### src/rtl/uart_rx.sv
// uart_rx: UART serial receiver; 8N1 / 8E1 / 8O1 frames, LSB first, mid-bit sampling.
// Ports: clk, rst (sync, active high), rx_in (async serial line), parity_en, parity_type
//        (0 even, 1 odd), data, data_valid (1-cycle strobe), parity_error, stop_error, busy.
module uart_rx #(
    parameter int CLKS_PER_BIT = 8
) (
    input  logic       clk,
    input  logic       rst,
    input  logic       rx_in,
    input  logic       parity_en,
    input  logic       parity_type,
    output logic [7:0] data,
    output logic       data_valid,
    output logic       parity_error,
    output logic       stop_error,
    output logic       busy
);

    localparam int CW = $clog2(CLKS_PER_BIT);
    localparam logic [CW-1:0] HALF_M1 = CW'(CLKS_PER_BIT / 2 - 1);
    localparam logic [CW-1:0] FULL_M1 = CW'(CLKS_PER_BIT - 1);

    typedef enum logic [2:0] {
        IDLE,
        START,
        DATA,
        PARITY,
        STOP,
        WAIT_HIGH
    } state_t;

    state_t        state;
    logic          sync1;
    logic          rx_s;
    logic [CW-1:0] clk_cnt;
    logic [2:0]    bit_cnt;
    logic [7:0]    shreg;
    logic          par_en_l;
    logic          par_type_l;
    logic          par_err;

    // Two-flop synchronizer; idles high so reset never looks like a start bit.
    always_ff @(posedge clk) begin
        if (rst) begin
            sync1 <= 1'b1;
            rx_s  <= 1'b1;
        end else begin
            sync1 <= rx_in;
            rx_s  <= sync1;
        end
    end

    always_ff @(posedge clk) begin
        if (rst) begin
            state        <= IDLE;
            clk_cnt      <= '0;
            bit_cnt      <= '0;
            shreg        <= '0;
            par_en_l     <= 1'b0;
            par_type_l   <= 1'b0;
            par_err      <= 1'b0;
            data         <= '0;
            data_valid   <= 1'b0;
            parity_error <= 1'b0;
            stop_error   <= 1'b0;
            busy         <= 1'b0;
        end else begin
            data_valid <= 1'b0;
            unique case (state)
                IDLE: begin
                    clk_cnt <= '0;
                    if (!rx_s) begin
                        state      <= START;
                        busy       <= 1'b1;
                        par_en_l   <= parity_en;
                        par_type_l <= parity_type;
                        par_err    <= 1'b0;
                    end
                end
                START: begin
                    // Half a bit in: still low means a real start bit.
                    if (clk_cnt == HALF_M1) begin
                        clk_cnt <= '0;
                        if (rx_s) begin
                            state <= IDLE;
                            busy  <= 1'b0;
                        end else begin
                            state   <= DATA;
                            bit_cnt <= '0;
                        end
                    end else begin
                        clk_cnt <= clk_cnt + CW'(1);
                    end
                end
                DATA: begin
                    if (clk_cnt == FULL_M1) begin
                        clk_cnt        <= '0;
                        shreg[bit_cnt] <= rx_s;
                        if (bit_cnt == 3'd7) begin
                            state <= par_en_l ? PARITY : STOP;
                        end else begin
                            bit_cnt <= bit_cnt + 3'd1;
                        end
                    end else begin
                        clk_cnt <= clk_cnt + CW'(1);
                    end
                end
                PARITY: begin
                    if (clk_cnt == FULL_M1) begin
                        clk_cnt <= '0;
                        // Expected bit is ^data (even) or its inverse (odd).
                        par_err <= rx_s ^ (^shreg) ^ par_type_l;
                        state   <= STOP;
                    end else begin
                        clk_cnt <= clk_cnt + CW'(1);
                    end
                end
                STOP: begin
                    if (clk_cnt == FULL_M1) begin
                        clk_cnt      <= '0;
                        data         <= shreg;
                        parity_error <= par_err;
                        stop_error   <= ~rx_s;
                        data_valid   <= 1'b1;
                        if (rx_s) begin
                            state <= IDLE;
                            busy  <= 1'b0;
                        end else begin
                            state <= WAIT_HIGH;
                        end
                    end else begin
                        clk_cnt <= clk_cnt + CW'(1);
                    end
                end
                WAIT_HIGH: begin
                    // A held-low (break) line must not be re-read as a start bit.
                    if (rx_s) begin
                        state <= IDLE;
                        busy  <= 1'b0;
                    end
                end
                default: begin
                    state <= IDLE;
                    busy  <= 1'b0;
                end
            endcase
        end
    end

endmodule

### config.mk
export PLATFORM = sky130hd
export DESIGN_NAME = uart_rx
export DESIGN_NICKNAME = d
export VERILOG_FILES = /design/src/rtl/uart_rx.sv
export SDC_FILE = /design/constraint.sdc
export NUM_CORES = 1
export LEC_CHECK = 0
export CELL_PAD_IN_SITES_DETAIL_PLACEMENT = 1
export CELL_PAD_IN_SITES_GLOBAL_PLACEMENT = 1
export CORE_MARGIN = 10
export CORE_UTILIZATION = 35
export DETAILED_ROUTE_END_ITERATION = 8
export GPL_TIMING_DRIVEN = 0
export MAX_ROUTING_LAYER = met4
export PLACE_DENSITY = 0.68
export SYNTH_ARGS = -nofsm -noshare
export SYNTH_HDL_FRONTEND = slang
export SYNTH_SLANG_ARGS = --single-unit
### constraint.sdc
create_clock -name clk -period 1.95 [get_ports clk]
set_input_delay 0.4875 -clock clk [delete_from_list [all_inputs] [get_ports clk]]
set_output_delay 0.4875 -clock clk [all_outputs]
set_load 0.01 [all_outputs]
== Word level (Yosys, flattened, before mapping) ==
Index checks and enable logic that the tools add are counted.
Widths: inputs -> output; s select.

* Equal/unequal tests: 17
* Reductions and logical operators: 16
* Bitwise gates (word level): 5
* $add $sub $neg: 2
* Muxes and demuxes: 31
* Order comparisons: 2

{| class="wikitable"
|+ Operators by type and width
! kind !! number
|-
| $mux 3 || 15
|-
| $ne 2x2->1 const B || 9
|-
| $pmux 3 s6 || 1
|-
| $eq 3x3->1 const B || 4
|-
| $eq 3x2->1 const B || 3
|-
| $pmux 3 s3 || 1
|-
| $bwmux 8 || 1
|-
| $mux 1 || 8
|-
| $reduce_xor 8->1 || 1
|-
| $reduce_and 7->1 || 1
|-
| $add 3x1->3 const B || 2
|-
| $pmux 3 s2 || 1
|-
| $reduce_and 2->1 || 3
|-
| $pmux 1 s5 || 1
|-
| $reduce_and 5->1 || 1
|-
| $lt 3x4->1 const B || 1
|-
| $reduce_and 4->1 || 1
|-
| $reduce_bool 2->1 || 2
|-
| $reduce_or 2->1 || 2
|-
| $demux 1 s3 || 1
|-
| $eq 3x1->1 const B || 1
|-
| $ge 3x1->1 const B || 1
|-
| $logic_not 3->1 || 1
|-
| $not 1->1 || 3
|-
| 7 further kinds || 8
|}

* Output and inout bits: 12
* Logic and storage cells: 87
* Bits in registers: 34
* Input port bits: 5

== Logic depth before layout (Yosys ltp) ==
* Word-level depth: 5
* Mapped depth: 8
* Depth with buffers taken out: 7

== Least setup slack after synthesis ==
Ideal clock, no wire load.

* Path kind: reg-to-reg
* Start point: register clk_cnt[0]
* End point: register state[0]
* Path buffers: 1
* Setup time: 67 ps
* Stages on the path, launching flop included: 9
* Slack: 236 ps
* Arrival: 1646 ps
* Period minus slack after synthesis: 1714 ps
* Data required time: 1883 ps
* Cell sequence: dfxtp_1 > ha_1 > ha_1 > buf_2 > nor3b_1 > a31oi_2 > o221ai_2 > or3_1 > a21oi_2

* Longest elaborated chain between the ends: 3
* Elaborated cells on any way between the ends: 7
* Classes of those cells: eq/ne: 6; reduce/logical: 1

{| class="wikitable"
|+ Ends and longest elaborated chain
! what !! line !! source
|-
| from (decl) || 35 || <nowiki>logic [CW-1:0] clk_cnt;</nowiki>
|-
| from (signal assigned) || 92 || <nowiki>clk_cnt <= clk_cnt + CW'(1);</nowiki>
|-
| from (signal assigned) || 105 || <nowiki>clk_cnt <= clk_cnt + CW'(1);</nowiki>
|-
| from (signal assigned) || 115 || <nowiki>clk_cnt <= clk_cnt + CW'(1);</nowiki>
|-
| $eq 3x3->1 or $eq 3x2->1 (tied branches) || -- ||
|-
| $ne 2x2->1 (no line) || -- ||
|-
| $reduce_and 7->1 (no line) * || -- ||
|-
| to (signal assigned) || 100 || <nowiki>state <= par_en_l ? PARITY : STOP;</nowiki>
|-
| to (decl) || 32 || <nowiki>state_t state;</nowiki>
|}

Mark *: on every way between the ends. The rest lies on a longest branch, timed or not.
A chain may end at the register's enable or synchronous reset.

== Final worst setup path ==
* Start point: register clk_cnt[1]
* End point: register state[0]

The elaborated chain is that of the path after synthesis.

==> summary.md <==
| Metric | Value |
|---|---|
| Status | finished, final reports clean |
| Post-Syn Area | 1660 µm² |
| Non-Filler Instances | 274 |
| Final worst path period need | 1.81 ns |
| Final worst path period share | 93.0% |
| DR iter-0 viols | 97 |
| Diode count | 0 |
| Max-slew violations | 0 |
| Most common cell after layout, fill and taps aside | dfxtp_1 |
| Ys async rst share | 0% |
| Crit path largest cell delay | 0.38 ns |
| Worst Setup Start Kind | flop |
| # setup viols final | 0 |
| Total of max-cap violations | 0 |
| Met3 wire length | 184 µm |
| Antenna violations before repair | 0 |
| Synth warn | 0 |
| Drt via density | about 5.2 |
| Register area share after synthesis | 41.0% |
| Setup TNS | 0 ns |
| DRC Markers | 0 |
| Unique masters post-synth | 39 |
| Gp weighted congestion | 0.870 |
| Global Route Usage Sum | 12.3% |
| Clock slew at reported path FFs | 0.07 ns |
| Yosys reg bits | 34 |
| Critical path data arrival time | 2.05 ns |
| Metal2 WL | between 1500 and 2000 µm |
| FMAX | 552 MHz |
| Largest delay share family, worst path | compound AO/OA/AOI/OAI gates |
| Nets | 230 |
| DR vias | roughly 1.4k |
| CP max FO | 10 |
| CTS tree | built |
| Placed insts | roughly 270 |
| Initial Util | 35.7% |
| Row cnt | 25 |
| Worst-Skew Late Latency | 0.30 ns |
| HPWL Detailed | 3020 µm |
| EDFF count, synth | 0 |
| Antenna-violating nets left | 0 |
| Primary FF master, synth | dfxtp_1 |
| Deepest clock path buffer count | 2 |
| Routed WL | 4360 µm |
| Port-buffer cells | 15 |
| Sink Count | 34 |
| Final Hold Viols | 0 |
| Die area | 7900 µm² |
| Initial DRT Pass Iterations | 4 |
| Mapped Cells | approximately 200 |
| First-pass GRT wire length | 7230 µm |
| Worst path bufs/invs | 1 |
| Average cell area after synthesis | approximately 8.4 µm² |
| Total nets after synthesis | 208 |
| Die height | approximately 89 µm |
| Wire per inst | 15.9 µm |
| Layout cells sized above 1 | 13.6% |
| H-tree levels | 2 |
| Crit path capture type | flop |
| Slew margin rel. | 59.6% |
| Max stage delay cell, worst path | dfxtp_1 |
| Most frequent cells in the layout | dfxtp_1, nand2_1, nor2_1 |
| Static Leakage | 0.755 nW |
| Hold Crit Class | flop to flop |
| Total CTS buffers | 5 |
| Tot Pwr | 1.88 mW |
| Top Metal Used | met4 |
| Area Overhead vs Synth | 24.5% |
| Final hold slack | 0.420 ns |
| Worst vdd rail ir drop | 0.319 mV |
| Crit-path cells | ha_4, ha_1, buf_6, nor3b_1, a31oi_2, o221ai_2, or3_1, a21oi_2 |
| Req. time, crit path | 2.18 ns |
| Met1 WL | between 2000 and 2500 µm |
| Core box area | 4660 µm² |
| CP Class | flop to flop |
| Clk root buf | clkbuf_8 |
| Ports | 17 |
| Worst Skew | 0.00357 ns |
| Horiz. Die Dim | 88.9 µm |
| GRT overflow | 0 |
| PD cells | 909 nW/µm² |
| Worst-margin pin slew | 0.606 ns |
| Vias in the first global route | between 1k and 1.5k |
| Largest net degree at the start of global routing | 12 |
[registers in the layout, summed over array words and instances, names as in the netlist, 3 cells and up]
name,flops
bit_cnt,3
clk_cnt,3
data,8
shreg,8
state,3
[per-layer routing]
metal | GRT usage [%] | up-vias
li1 | - | 718
met1 | 14.8 | 685
met2 | 18.8 | 26
met3 | 3.37 | 7
met4 | 5.73 | 0
met5 | - | -
[kinds of logic (layout without fill, tap and decap cells)]
| group | Yosys count | count (layout) | synth area share, % |
|---|---|---|---|
| adders and majority gates | 6 | 6 | 4.52 |
| xor gates and xnor gates | 8 | 8 | 5.05 |
| AOI/OAI and AO/OA | 38 | 38 | 15.3 |
| and+or+nand+nor | 79 | 79 | 21.8 |
| buffers and inverters | 21 | 44 | 5.72 |
| muxes | 11 | 11 | 6.63 |
| DFF | 34 | 34 | 41.0 |
[layout make-up]
class                           count  area, µm²
Buffer                             14       76.3
Clock buffer                        6       82.6
Inverter                            6       22.5
Multi-Input combinational cell    142        921
Timing Repair Buffer               16        158
Fill cell                         548       2590
Clock inverter                      2       60.1
Sequential cell                    34        682
Tap cell                           54       67.6
[cells in the mapped netlist, drive strengths merged (4+ instances only)]
cell type	count	area [µm²]
dfxtp	34	681
nand2	31	116
nor2	24	90.1
a21oi	15	78.8
mux2i	11	110
buf	8	46.3
clkbuf	7	26.3
xnor2	7	61.3
ha	6	75.1
inv	6	22.5
o21ai	5	25.0
a211oi	4	30.0
nor3	4	20.0
nor3b	4	30.0
[worst reg2reg max path, delay by kind of cell (launching register included)]
kind,cells,cell delay [ns]
AOI/OAI and AO/OA,3,0.46
and+or+nand+nor,2,0.45
DFF,1,0.38
adders and majority gates,2,0.32
buffers and inverters,1,0.14
[final timing paths]
check / startpoint / endpoint / slack, ns / cells past startpoint
min: sync1 / rx_s / 0.42 / 1
min reg2reg: sync1 / rx_s / 0.42 / 1
max reg2reg: clk_cnt[1] / state[0] / 0.14 / 8
max: clk_cnt[1] / state[0] / 0.14 / 8
[what timing repair did]
item | CTS | global route
cloned | 0 | 0
setup endpoints to repair | 3 | 17
pin swaps | 0 | 2
hold buffers | 0 | 0
buffers inserted | 0 | 1
gates resized for setup | 2 | 9
[power breakdown]
| part | internal (mW) | switching [mW] | total [mW] |
|---|---|---|---|
| registers | 0.725 | 0.0279 | 0.753 |
| clock network | 0.545 | 0.278 | 0.824 |
| logic | 0.121 | 0.184 | 0.305 |
[stage by stage]
stage	setup WS, ns	cell area, µm²	util, %
floorplan	0.236	1660	-
global placement	-0.101	1880	40.3
detailed placement	-0.0720	1880	40.3
CTS	0.0234	2030	43.6
global route	-0.0134	2070	44.4
finish	0.137	2070	44.4
Power figures use the tool's default switching activity.
